[src/rtl/mc_pkg.sv]
// mc_pkg: shared definitions for the multicycle controller.
// Holds the 4-bit FSM state enum, the opcode and funct field constants,
// the aluop encodings and the ALU operation codes driven on alucontrol.
package mc_pkg;

    typedef enum logic [3:0] {
        S_FETCH   = 4'd0,
        S_DECODE  = 4'd1,
        S_MEMADR  = 4'd2,
        S_MEMRD   = 4'd3,
        S_MEMWB   = 4'd4,
        S_MEMWR   = 4'd5,
        S_EXECUTE = 4'd6,
        S_ALUWB   = 4'd7,
        S_BRANCH  = 4'd8,
        S_ADDIEX  = 4'd9,
        S_ADDIWB  = 4'd10,
        S_JUMP    = 4'd11
    } state_t;

    // Opcode field values
    localparam logic [5:0] OP_RTYPE = 6'b000000;
    localparam logic [5:0] OP_LW    = 6'b100011;
    localparam logic [5:0] OP_SW    = 6'b101011;
    localparam logic [5:0] OP_BEQ   = 6'b000100;
    localparam logic [5:0] OP_ADDI  = 6'b001000;
    localparam logic [5:0] OP_J     = 6'b000010;

    // Funct field values for R-type instructions
    localparam logic [5:0] FUNCT_ADD = 6'b100000;
    localparam logic [5:0] FUNCT_SUB = 6'b100010;
    localparam logic [5:0] FUNCT_AND = 6'b100100;
    localparam logic [5:0] FUNCT_OR  = 6'b100101;
    localparam logic [5:0] FUNCT_SLT = 6'b101010;

    // aluop encodings passed from the FSM to the ALU decoder
    localparam logic [1:0] ALUOP_ADD   = 2'b00;
    localparam logic [1:0] ALUOP_SUB   = 2'b01;
    localparam logic [1:0] ALUOP_FUNCT = 2'b10;

    // ALU operation codes
    localparam logic [2:0] ALU_AND = 3'b000;
    localparam logic [2:0] ALU_OR  = 3'b001;
    localparam logic [2:0] ALU_ADD = 3'b010;
    localparam logic [2:0] ALU_SUB = 3'b110;
    localparam logic [2:0] ALU_SLT = 3'b111;

endpackage

[src/rtl/mc_controller_aludec.sv]
// aludec: combinational ALU control decoder.
// Ports:
//   aluop      in  2  operation class from the controller FSM
//   funct      in  6  funct field of the instruction register
//   alucontrol out 3  ALU operation code
module aludec
    import mc_pkg::*;
(
    input  logic [1:0] aluop,
    input  logic [5:0] funct,
    output logic [2:0] alucontrol
);

    always_comb begin
        alucontrol = ALU_ADD;
        case (aluop)
            ALUOP_ADD: alucontrol = ALU_ADD;
            ALUOP_SUB: alucontrol = ALU_SUB;
            ALUOP_FUNCT: begin
                case (funct)
                    FUNCT_ADD: alucontrol = ALU_ADD;
                    FUNCT_SUB: alucontrol = ALU_SUB;
                    FUNCT_AND: alucontrol = ALU_AND;
                    FUNCT_OR:  alucontrol = ALU_OR;
                    FUNCT_SLT: alucontrol = ALU_SLT;
                    default:   alucontrol = ALU_ADD;
                endcase
            end
            // aluop 11 is never produced by the FSM; treat it as add
            default: alucontrol = ALU_ADD;
        endcase
    end

endmodule

[src/rtl/mc_controller.sv]
// mc_controller: Moore FSM controller for a multicycle MIPS-style datapath.
// Ports:
//   clk, reset (async, active-high)
//   op, funct      instruction fields; zero  ALU zero flag
//   iord, memwrite, irwrite, regdst, memtoreg, regwrite, alusrca
//   alusrcb[1:0], pcsrc[1:0], pcen   datapath controls
//   alucontrol[2:0]                  ALU operation (from aludec)
//   state[3:0]                       current FSM state for debug
module mc_controller
    import mc_pkg::*;
(
    input  logic       clk,
    input  logic       reset,
    input  logic [5:0] op,
    input  logic [5:0] funct,
    input  logic       zero,
    output logic       iord,
    output logic       memwrite,
    output logic       irwrite,
    output logic       regdst,
    output logic       memtoreg,
    output logic       regwrite,
    output logic       alusrca,
    output logic [1:0] alusrcb,
    output logic [1:0] pcsrc,
    output logic       pcen,
    output logic [2:0] alucontrol,
    output logic [3:0] state
);

    state_t     state_q, state_d;
    logic [1:0] aluop;
    logic       pcwrite;
    logic       branch;

    always_ff @(posedge clk or posedge reset) begin
        if (reset) begin
            state_q <= S_FETCH;
        end else begin
            state_q <= state_d;
        end
    end

    // Next-state logic: op is only looked at in DECODE and MEMADR.
    always_comb begin
        state_d = S_FETCH;
        case (state_q)
            S_FETCH:  state_d = S_DECODE;
            S_DECODE: begin
                case (op)
                    OP_LW, OP_SW: state_d = S_MEMADR;
                    OP_RTYPE:     state_d = S_EXECUTE;
                    OP_BEQ:       state_d = S_BRANCH;
                    OP_ADDI:      state_d = S_ADDIEX;
                    OP_J:         state_d = S_JUMP;
                    default:      state_d = S_FETCH;
                endcase
            end
            S_MEMADR: begin
                if (op == OP_LW) begin
                    state_d = S_MEMRD;
                end else if (op == OP_SW) begin
                    state_d = S_MEMWR;
                end else begin
                    state_d = S_FETCH;
                end
            end
            S_MEMRD:   state_d = S_MEMWB;
            S_EXECUTE: state_d = S_ALUWB;
            S_ADDIEX:  state_d = S_ADDIWB;
            S_MEMWB, S_MEMWR, S_ALUWB, S_BRANCH, S_ADDIWB, S_JUMP:
                       state_d = S_FETCH;
            default:   state_d = S_FETCH;
        endcase
    end

    // Moore output decode: everything defaults to 0.
    always_comb begin
        iord     = 1'b0;
        memwrite = 1'b0;
        irwrite  = 1'b0;
        regdst   = 1'b0;
        memtoreg = 1'b0;
        regwrite = 1'b0;
        alusrca  = 1'b0;
        alusrcb  = 2'b00;
        pcsrc    = 2'b00;
        pcwrite  = 1'b0;
        branch   = 1'b0;
        aluop    = ALUOP_ADD;
        case (state_q)
            S_FETCH: begin
                alusrcb = 2'b01;
                irwrite = 1'b1;
                pcwrite = 1'b1;
            end
            S_DECODE: begin
                alusrcb = 2'b11;
            end
            S_MEMADR, S_ADDIEX: begin
                alusrca = 1'b1;
                alusrcb = 2'b10;
            end
            S_MEMRD: begin
                iord = 1'b1;
            end
            S_MEMWR: begin
                iord     = 1'b1;
                memwrite = 1'b1;
            end
            S_MEMWB: begin
                memtoreg = 1'b1;
                regwrite = 1'b1;
            end
            S_EXECUTE: begin
                alusrca = 1'b1;
                aluop   = ALUOP_FUNCT;
            end
            S_ALUWB: begin
                regdst   = 1'b1;
                regwrite = 1'b1;
            end
            S_ADDIWB: begin
                regwrite = 1'b1;
            end
            S_BRANCH: begin
                alusrca = 1'b1;
                aluop   = ALUOP_SUB;
                pcsrc   = 2'b01;
                branch  = 1'b1;
            end
            S_JUMP: begin
                pcsrc   = 2'b10;
                pcwrite = 1'b1;
            end
            default: begin
            end
        endcase
    end

    // zero only matters while branch is high, i.e. in BRANCH
    assign pcen  = pcwrite | (branch & zero);
    assign state = state_q;

    aludec u_aludec (
        .aluop      (aluop),
        .funct      (funct),
        .alucontrol (alucontrol)
    );

endmodule

[config.mk]
export PLATFORM = sky130hd
export DESIGN_NAME = mc_controller
export DESIGN_NICKNAME = d
export VERILOG_FILES = /design/src/rtl/mc_pkg.sv /design/src/rtl/mc_controller_aludec.sv /design/src/rtl/mc_controller.sv
export SDC_FILE = /design/constraint.sdc
export NUM_CORES = 1
export LEC_CHECK = 0
export ABC_CLOCK_PERIOD_IN_PS = 1500
export BUFFER_PORTS_ARGS = -buffer_cell sky130_fd_sc_hd__buf_2
export CORE_UTILIZATION = 37
export CTS_BUF_LIST = sky130_fd_sc_hd__clkbuf_16
export DETAILED_ROUTE_END_ITERATION = 7
export HOLD_SLACK_MARGIN = 0.06
export PLACE_DENSITY = 0.79
export SLEW_MARGIN = 30
export SYNTH_ARGS = -nofsm -noshare
export SYNTH_HDL_FRONTEND = slang
export SYNTH_SLANG_ARGS = --single-unit
[constraint.sdc]
create_clock -name clk -period 1.5 [get_ports clk]
set_clock_uncertainty 0.05 [all_clocks]
set_input_delay 0.15 -clock clk [delete_from_list [all_inputs] [get_ports clk]]
set_output_delay 0.15 -clock clk [all_outputs]
set_load 0.005 [all_outputs]
== Word level (Yosys, flattened, before mapping) ==
Cells that the tools add are included.

* Add/subtract/negate cells: 0
* Multipliers: 0
* Divide/modulo/power cells: 0
* Magnitude comparators: 0
* Eq/ne operators: 22
* Shifts and indexed selects: 0
* Mux-type cells: 18
* Bitwise logic cells: 2
* Reduce and logical (&&, ||, !) cells: 8

{| class="wikitable"
|+ Operators with widths
! cell !! count
|-
| $eq A6 B6 Y1 const B || 6
|-
| $pmux W4 S6 || 1
|-
| $pmux W4 S5 || 1
|-
| $eq A4 B3 Y1 const B || 4
|-
| $eq A4 B4 Y1 const B || 4
|-
| $pmux W3 S4 || 1
|-
| $mux W1 || 9
|-
| $eq A4 B2 Y1 const B || 2
|-
| $pmux W2 S2 || 2
|-
| $reduce_or A2 Y1 || 4
|-
| $eq A6 B2 Y1 const B || 1
|-
| $eq A6 B3 Y1 const B || 1
|-
| $eq A6 B4 Y1 const B || 1
|-
| $logic_not A6 Y1 || 1
|-
| $mux W3 || 2
|-
| $pmux W2 S3 || 1
|-
| $pmux W3 S2 || 1
|-
| $eq A4 B1 Y1 const B || 1
|-
| $logic_not A4 Y1 || 1
|-
| $reduce_or A4 Y1 || 1
|-
| $reduce_or A3 Y1 || 1
|-
| $eq A2 B1 Y1 const B || 1
|-
| $eq A2 B2 Y1 const B || 1
|-
| $and A1 B1 Y1 || 1
|-
| $or A1 B1 Y1 || 1
|}

* Flip-flop bits (word level): 4
* Bits in latches: 0
* Memory bits (writable): 0
* Bits in read-only memories: 0
* Word-level logic and storage cells: 51
* Memories kept: 0

== Logic depth before layout (Yosys ltp) ==
Gate-level depths: netlist of run 1.

* Depth in word-level cells: 4
* Gate-level depth with buffers: 7

== By module ==
A second synthesis of run 1 with hierarchy kept.

* Cell total of the unflattened synthesis: 75
* Area total of the unflattened synthesis: 545.5 um2

{| class="wikitable"
|+ By module, submodules not included
! module !! times used !! cells an instance !! area each (um2) !! seq. area each (um2)
|-
| mc_controller || 1 || 60 || 426.7 || 100.1
|-
| aludec || 1 || 15 || 118.9 || 0.0
|}

== Worst setup path before layout of run 1 ==
Ideal clock, no wire load.

* Path kind: register -> output
* From: register state_q[1], in the netlist state[1]
* To: output alucontrol[2]
* Arrival: 1.465 ns
* Data required time: 1.300 ns
* Setup slack: -0.165 ns
* Stages on the path, launching flop included: 7
* Path buffers: 1
* Path through: dfrtp_1 -> buf_2 -> nor2_1 -> nand3_1 -> ha_1 -> nand3b_1 -> o22ai_1

* Longest elaborated chain between the ends: 4
* Elaborated cells on any way between the ends: 6
* Those cells by class: eq/ne (4); mux (2)

{| class="wikitable"
|+ Ends and longest elaborated chain
! what !! RTL line !! source
|-
| from (decl) || mc_controller.sv:31 || <nowiki>state_t state_q, state_d;</nowiki>
|-
| from (signal assigned) || mc_controller.sv:40 || <nowiki>state_q <= state_d;</nowiki>
|-
| $eq A4 B4 Y1 / $eq A4 B3 Y1 (equally long branches) || mc_controller.sv:91 || <nowiki>case (state_q)</nowiki>
|-
| $pmux W2 S2 (*) || mc_controller.sv:91 ||
|-
| $eq A2 B2 Y1 / $eq A2 B1 Y1 (equally long branches) || mc_controller_aludec.sv:16 || <nowiki>case (aluop)</nowiki>
|-
| $pmux W3 S2 (*) || mc_controller_aludec.sv:16 ||
|-
| to (decl) || mc_controller.sv:27 || <nowiki>output logic [2:0] alucontrol,</nowiki>
|}

Every way passes the cells marked *; elsewhere a longest branch is shown, timed or not.

== Worst setup path after layout of run 1 ==
* From: register state_q[0], in the netlist state[0]
* To: output alucontrol[2]

The elaborated chain is that of the path after synthesis.

==> flow_summary.toml, run 1 <==
[cts]
cts_buffers = 3
cts_max_path_buffers = 2
clock-root-buffer = "clkbuf_16"
clkLatencyLatePin_ps = 230
cts_tree = "yes"
cts.clk_slew.worst_paths_ps = 30
htree_levels = 1
clock_sinks = 4

[floorplan]
num_rows = 13
initial_core_util = 0.414
die_y_um = 40.9
die_w_um = 40.9
core-area_mm2 = 0.00135
die_area_mm2 = 0.00167
ios = 34

[yosys]
synthTopCellsByArea = "dfrtp_1 18%, inv_1 4.7%, nor2_1 4.7%, o2111ai_1 4.7%, xor2_1 4.7%"
synthCells = 74
yosysSeqAreaShare = 0.179
synth_seq_cells = 4
synth_cell_types = 31
yosysTopAreaCellShare = 0.179
synth_top_cell_by_area = "dfrtp_1"
synth_edf_count = 0
avgSynthCellArea_um2 = 7.56
ys.flop_type = "dfrtp_1"
async_reset_ff_frac = 1.00
synth_area_um2 = 559
ys_warn_count = 0
synth_common_cells = "7 x inv_1, 7 x nor2_1, 5 x nand3_1"
synth_nets = 91

[sta]
fin_tns_setup_ps = -1470
fmax_mhz = 553
fin_crit_sh = 1.21
tightest_slew_ps = 378
period_needed_ps = 1810
rsz0062_at_grt = "true"
slew-limit-headroom = 0.747
slew_violations = 0
finalSetupViolCount = 10
finalHoldViolations = 0
setup_slack_ps = -308

[power]
power_leakage_uw = 0.000458
ir_drop_mv = 0.835
total_power_uw = 1230
pwr_density_cell_mw_per_mm2 = 1250

[detailed_routing]
routedWlPerCell_um = 14.9
viasPerCell = 5.60
ant_nets = 0
dr.first_iter.drc_count = 29
dr.pass1.iters = 4
vias = 739
wirelength_mm = 1.96
drc = 0

[setup_path]
reg2reg_depth = 4
cp.arrival_ps = 1610
cp_max_fo = 3
crit_type = "reg -> out"
start_kind = "flop"
rrSetupSlack_ps = -30
reg2reg_to = "state[1]$_DFF_PP0_"
r2r-start = "state[1]$_DFF_PP0_"
startpoint = "state[0]$_DFF_PP0_"
critPathCaptureType = "primary output"
required_ps = 1300

[placement]
gp_congestion = 0.848
dp_hpwl_mm = 1.32
port_buffers = 33

[layout]
fillers = 111
finish.net_count = 136
layout-drive-gt1-share = 0.573
diodes = 0
syn_to_final_growth_pct = 75.6
largest_reg_flops = 4

[min_path]
min_path_cells = 2
worstHoldPathType = "in -> reg"
hold_start = "op[4]"
min_to = "state[3]$_DFF_PP0_"

[grt]
antenna_found_initial = 0
grt_overflow = 0
grt_max_degree = 17
grt_pass1_vias = 635
grt_use_total = 0.242
grt_pass1_wl_mm = 2.55

[flow_run]
cap_violations = 0

[outcome]
status = "finished with violations"
violations = "setup timing"
## cell type report
| cell class | count | area, um^2 | area share |
|---|---|---|---|
| Tap cell | 15 | 18.8 | 0.0191 |
| Multi-Input combinational cell | 58 | 485 | 0.494 |
| Sequential cell | 4 | 103 | 0.104 |
| Timing Repair Buffer | 45 | 274 | 0.279 |
| Clock buffer | 3 | 75.1 | 0.0764 |
| Inverter | 7 | 26.3 | 0.0268 |
## per-stage QoR
step                hold slack, ps   util  setup WS [ps]  cells  cell area, um^2
floorplan                     -134      -          -72.6     74              596
global placement             -14.4  0.600          -8.09    127              810
detailed placement         -0.0380  0.600          -36.6    127              810
CTS                           69.1  0.683           -279    132              922
global route                  80.7  0.728           -393    132              982
finish                        87.3  0.728           -308    132              982
## cells in the final DEF, fill, tap and decap left out, types with 2 or more instances in the layout
cell | synthesis | layout
nand2_1 | 2 | 2
inv_1 | 7 | 7
nor2b_1 | 2 | 2
o22ai_1 | 4 | 3
dfrtp_1 | 4 | 2
a21oi_1 | 3 | 2
o2111ai_1 | 3 | 3
nor2_1 | 7 | 5
buf_4 | 0 | 9
clkbuf_16 | 0 | 3
and3_1 | 2 | 2
o21ai_0 | 4 | 4
xor2_1 | 3 | 3
nor4_4 | 1 | 2
nand2b_1 | 4 | 2
nor2_2 | 0 | 2
nor3_1 | 3 | 2
nand3_2 | 0 | 2
buf_2 | 4 | 33
nand3_1 | 5 | 3
dfrtp_2 | 0 | 2
## worst max path at each step
stage / endpoint / slack [ps] / cells past startpoint
after global routing: alucontrol[2] / -390 / 5
after floorplan: alucontrol[2] / -70 / 5
after CTS: alucontrol[2] / -280 / 5
after global placement: alucontrol[2] / -8 / 5
after detailed placement: alucontrol[2] / -40 / 5
final: alucontrol[2] / -310 / 5
## cells by family after synthesis
logic type / count (synthesis) / synth area share
adders and majority gates: 2 / 0.0447
xor gates and xnor gates: 4 / 0.0627
muxes: 1 / 0.0201
buffers and inverters: 12 / 0.0895
AOI/OAI and AO/OA: 17 / 0.215
DFF: 4 / 0.179
and+or+nand+nor: 34 / 0.389
## where the power goes
part	switching (uW)	internal, uW	total, uW	leakage (uW)
combinational	331	321	651	0.000371
sequential	19.0	134	153	0.0000500
clock	81.0	341	422	0.0000370
## per-layer routing
layer,wire (um),global-route usage
met1,798,0.270
met2,1030,0.387
met4,36,0.183
met5,0,0
met3,98,0.0652
## critical path, stage by stage, from the launching register on
cell and delay (ps):
dfrtp_1 390, and4bb_2 340, ha_4 210, nand3b_1 180, o22ai_1 130, buf_2 130
## timing repair
item,CTS,global route
setup endpoints to repair,9,14
pin swaps,3,7
hold endpoints to repair,4,0
setup buffers,1,2
gates resized for setup,6,14
hold buffers,1,0
Power figures use the tool's default switching activity.
==> inputs of run 2 (changes only) <==
Settings changed: ABC_AREA set to 1, PLACE_DENSITY 0.79 to 0.8.
==> flow_summary.toml, run 2 <==
[outcome]
status = "finished with violations"
violations = "setup timing"

[floorplan]
die_y_um = 40.1
ios = 34
initial_core_util = 0.407
die_w_um = 40.1
die_area_mm2 = 0.00161
core-area_mm2 = 0.00132
num_rows = 13

[sta]
fin_crit_sh = 1.33
fin_tns_setup_ps = -1490
finalSetupViolCount = 8
slew-limit-headroom = 0.860
setup_slack_ps = -499
period_needed_ps = 2000
tightest_slew_ps = 210
fmax_mhz = 500
finalHoldViolations = 0
slew_violations = 0
rsz0062_at_grt = "true"
holdWs_ps = 212

[yosys]
ys_warn_count = 0
synth_seq_cells = 4
yosysSeqAreaShare = 0.186
synth_edf_count = 0
ys.flop_type = "dfrtp_1"
synth_top_cell_by_area = "dfrtp_1"
synth_area_um2 = 537
synth_cell_types = 14
synth_most_common_cell = "nor2_1"
synth_common_cells = "23 x nor2_1, 21 x nand2_1, 20 x inv_1, 9 x nand3_1, 7 x o21ai_0"
yosysTopAreaCellShare = 0.186
async_reset_ff_frac = 1.00
synthTopCellsByArea = "dfrtp_1 19%, nor2_1 16%, nand2_1 15%, inv_1 14%, nand3_1 8.4%"
synth_nets = 118
synthCells = 101
avgSynthCellArea_um2 = 5.31

[setup_path]
cp_max_fo = 3
crit_type = "reg -> out"
cpLargestDelayFamily = "simple AND/OR/NAND/NOR gates"
critPathCaptureType = "primary output"
start_kind = "flop"
cp.arrival_ps = 1800
required_ps = 1300
worst-path-buf-inv = 4
crit_chain = "nor2_4 > inv_2 > nor2_4 > inv_2 > ha_4 > inv_2 > nand2_2 > nor2_4 > nand3_2 > o22ai_2 > buf_2"
slowest_stage = "dfrtp_2"
slowest_delay_ps = 430

[flow_run]
cap_violations = 0

[layout]
design_area_mm2 = 0.00105
fin_cells = 173
syn_to_final_growth_pct = 95.1
layout-drive-gt1-share = 0.538
multi_input_area_um2 = 443
diodes = 0
largest_reg_flops = 4
finish.net_count = 176
fillers = 105
area.sequential_um2 = 103
layout_common_cells = "33 x buf_2, 18 x nand2_1, 18 x nor2_1"
mostFrequentLayoutCell = "buf_2"

[min_path]
worstHoldPathType = "in -> reg"

[cts]
cts_buffers = 3
cts_max_path_buffers = 2
cts_tree = "yes"
clock_sinks = 4
clock-root-buffer = "clkbuf_16"
htree_levels = 1
cts.clk_slew.worst_paths_ps = 40
clkLatencyLatePin_ps = 230

[detailed_routing]
dr.pass1.iters = 4
routedWlPerCell_um = 12.0
dr.first_iter.drc_count = 9
vias = 840
ant_nets = 0
viasPerCell = 4.86
drc = 0
wirelength_mm = 2.08

[grt]
grt_max_degree = 6
grt_use_met2 = 0.407
antenna_found_initial = 0
grt_overflow = 0
grt_use_total = 0.230
use_met1 = 0.274
grt_use_met3 = 0.0333
grt_pass1_wl_mm = 2.42
grt_pass1_vias = 601
grt_most_used_layer = "met2"

[power]
ir_drop_mv = 0.777
power_leakage_uw = 0.000598
pwr_density_cell_mw_per_mm2 = 1170

[placement]
dp_hpwl_mm = 1.33
dp_slack_ps = -291
port_buffers = 33
gp_congestion = 0.828
placed_cells = 162
dpl_cell_area_um2 = 847
-- run 2: logic make-up (layout without fill, tap and decap cells) --
logic type	after synthesis	after routing	share of synthesized area
buf+inv	21	78	0.147
simple gates	64	64	0.520
flops	4	4	0.186
fa+ha+maj	2	2	0.0466
compound gates	10	10	0.100
-- run 2: repair_timing --
item | CTS | global route
setup buffers | 4 | 5
setup endpoints to repair | 7 | 12
resized for setup | 8 | 16
hold buffers | 1 | 0
pin swaps | 5 | 5
hold endpoints to repair | 4 | 0
-- run 2: worst reg2reg max path, delay by kind of cell (launching register included) --
kind | cells | cell delay (ps)
buf+inv | 3 | 350
flops | 1 | 410
simple gates | 4 | 520
-- run 2: cell type report --
type,instances,share of cell area
tap,15,0.0179
sequential,4,0.0980
clock inverter,1,0.00358
inverter,21,0.0753
clock buffer,3,0.0717
timing repair buffer,53,0.311
multi-input combinational,76,0.423
-- run 2: stage by stage --
step	total power, uW	util
after floorplan	410	-
after global placement	617	0.643
after detailed placement	628	0.643
after CTS	1140	0.746
after global routing	1300	0.795
final	1220	0.795
-- run 2: worst paths after layout --
kind,cells past startpoint,slack (ps),to,startpoint
worst min register to register,2,720,state[3]$_DFF_PP0_,state[0]$_DFF_PP0_
max in group asynchronous,3,930,state[0]$_DFF_PP0_,reset
worst max register to register,7,110,state[0]$_DFF_PP0_,state[3]$_DFF_PP0_
min in group asynchronous,3,300,state[1]$_DFF_PP0_,reset
worst min-delay path,4,210,state[3]$_DFF_PP0_,op[3]
worst max-delay path,11,-500,alucontrol[0],state[1]$_DFF_PP0_
-- run 2: per-layer routing --
layer  wire length, um  vias up  share of wire
li1                  -      427              -
met1               806      375           0.39
met2              1140       31           0.55
met3                85        7          0.041
met4                53        0          0.025
met5                 0        -              0
-- run 2: power by group --
group	switching, uW	total, uW	internal [uW]	leakage (uW)
Combinational	326	610	284	0.000505
Sequential	40.0	175	135	0.0000506
Clock	90.3	436	345	0.0000423
Total	456	1220	764	0.000598
==> inputs of run 3 (changes only) <==
Settings changed: ABC_CLOCK_PERIOD_IN_PS 1500 to 1900, CORE_UTILIZATION 37 to 41, PLACE_DENSITY 0.8 to 0.84.
Clock period 1.5 ns to 1.9 ns, I/O delays scaled along.
==> flow_summary.toml, run 3 (synthesis gave the netlist of run 2 again) <==
[outcome]
status = "finished with violations"
violations = "setup timing"

[floorplan]
ios = 34
initial_core_util = 0.464
die_y_um = 38.2
die_area_mm2 = 0.00146
die_w_um = 38.2
num_rows = 12
core-area_mm2 = 0.00116

[placement]
port_buffers = 33
dp_slack_ps = -58.2
gp_congestion = 0.792
dpl_cell_area_um2 = 774
placed_cells = 155
dp_hpwl_mm = 1.35

[setup_path]
crit_chain = "nor2_2 > inv_2 > nor2_4 > inv_2 > ha_4 > inv_4 > nand2_4 > nor2_4 > nand2_2 > o22ai_2 > buf_2"
slowest_stage = "dfrtp_1"
slowest_delay_ps = 390
required_ps = 1660
start_kind = "flop"
cp.arrival_ps = 1930
cp_max_fo = 2
worst-path-buf-inv = 4
critPathCaptureType = "primary output"
cpLargestDelayFamily = "simple AND/OR/NAND/NOR gates"
crit_type = "reg -> out"
reg2reg_depth = 6
path_depth = 11

[detailed_routing]
drc = 0
dr.first_iter.drc_count = 27
routedWlPerCell_um = 13.8
wirelength_mm = 2.26
vias = 876
viasPerCell = 5.37
dr.pass1.iters = 4
ant_nets = 0

[grt]
grt_max_degree = 8
grt_pass1_wl_mm = 2.88
grt_overflow = 0
grt_use_total = 0.298
antenna_found_initial = 0
grt_pass1_vias = 699

[cts]
cts_buffers = 3
clock_sinks = 4
clock-root-buffer = "clkbuf_16"
htree_levels = 1
cts.clk_slew.worst_paths_ps = 40
clkLatencyLatePin_ps = 230
cts_tree = "yes"
cts_max_path_buffers = 2

[layout]
layout_common_cells = "33 x buf_2, 20 x nor2_1, 19 x nand2_1"
multi_input_area_um2 = 419
syn_to_final_growth_pct = 78.6
mostFrequentLayoutCell = "buf_2"
layout-drive-gt1-share = 0.470
finish.net_count = 168
area.sequential_um2 = 101
diodes = 0
fin_cells = 163
design_area_um2 = 958
largest_reg_flops = 4
finalCoreUtilization = 0.829
fillers = 75

[sta]
rsz0062_at_grt = "true"
setup_slack_ps = -267
finalSetupViolCount = 3
slew-limit-headroom = 0.819
finalHoldViolations = 0
tightest_slew_ps = 272
slew_violations = 0
fin_crit_sh = 1.14
fmax_mhz = 462
period_needed_ps = 2170

[flow_run]
cap_violations = 0

[power]
power_leakage_uw = 0.000573
total_power_uw = 900
pwr_density_cell_mw_per_mm2 = 939
ir_drop_mv = 0.764

[min_path]
worstHoldPathType = "in -> reg"
min_path_cells = 4
[run 3: cell types whose count changed in the layout (fill, tap and decap cells not counted), moves of 2 or more]
cell and delta:
nor2_4 -3, o21ai_0 +3, buf_4 -7, nor2_1 +2
inv_2 -3, o21ai_1 -3, nand2_2 -2, inv_4 +2
[run 3: worst paths after layout]
kind                                    start                 end  slack (ps)
max                        state[0]$_DFF_PP0_       alucontrol[0]        -270
min                                     op[3]  state[3]$_DFF_PP0_         270
max reg2reg                state[2]$_DFF_PP0_  state[3]$_DFF_PP0_         540
min reg2reg                state[2]$_DFF_PP0_  state[3]$_DFF_PP0_         690
max in group asynchronous               reset  state[3]$_DFF_PP0_        1240
min in group asynchronous               reset  state[1]$_DFF_PP0_         370
[run 3: report_power, final]
part,internal [uW],switching [uW]
Clock,270,68.8
Sequential,104,19.0
Combinational,183,255
[run 3: final cells by class]
class,instances,share of cell area
sequential,4,0.106
timing repair buffer,45,0.273
tap,14,0.0183
multi-input combinational,76,0.437
inverter,21,0.0875
clock buffer,3,0.0783
[run 3: worst register-to-register path: stages (launching register included)]
cell	delay, ps
dfrtp_1	380
buf_4	150
nor2_2	250
inv_1	110
nor2_2	160
nand3_1	90
nand3_1	110
[run 3: timing repair]
item / CTS / global route
endpoints found under the setup margin: 2 / 2
resized for setup: 11 / 10
hold buffers: 1 / 0
gates cloned: 0 / 0
endpoints found under the hold margin: 4 / 0
pin swaps: 1 / 6
setup buffers: 1 / 3
[run 3: per-stage QoR]
step           hold slack (ps)  TNS, ps
2_1_floorplan            -93.9        0
3_3_place_gp              16.0        0
3_5_place_dp              30.8    -59.0
4_1_cts                    285     -203
5_1_grt                    324     -618
6_report                   273     -479
[run 3: routing by layer]
layer  track usage  share of wire
met1         0.335           0.39
met2         0.500           0.51
met3        0.0523          0.053
met4         0.214          0.049
met5             0              0
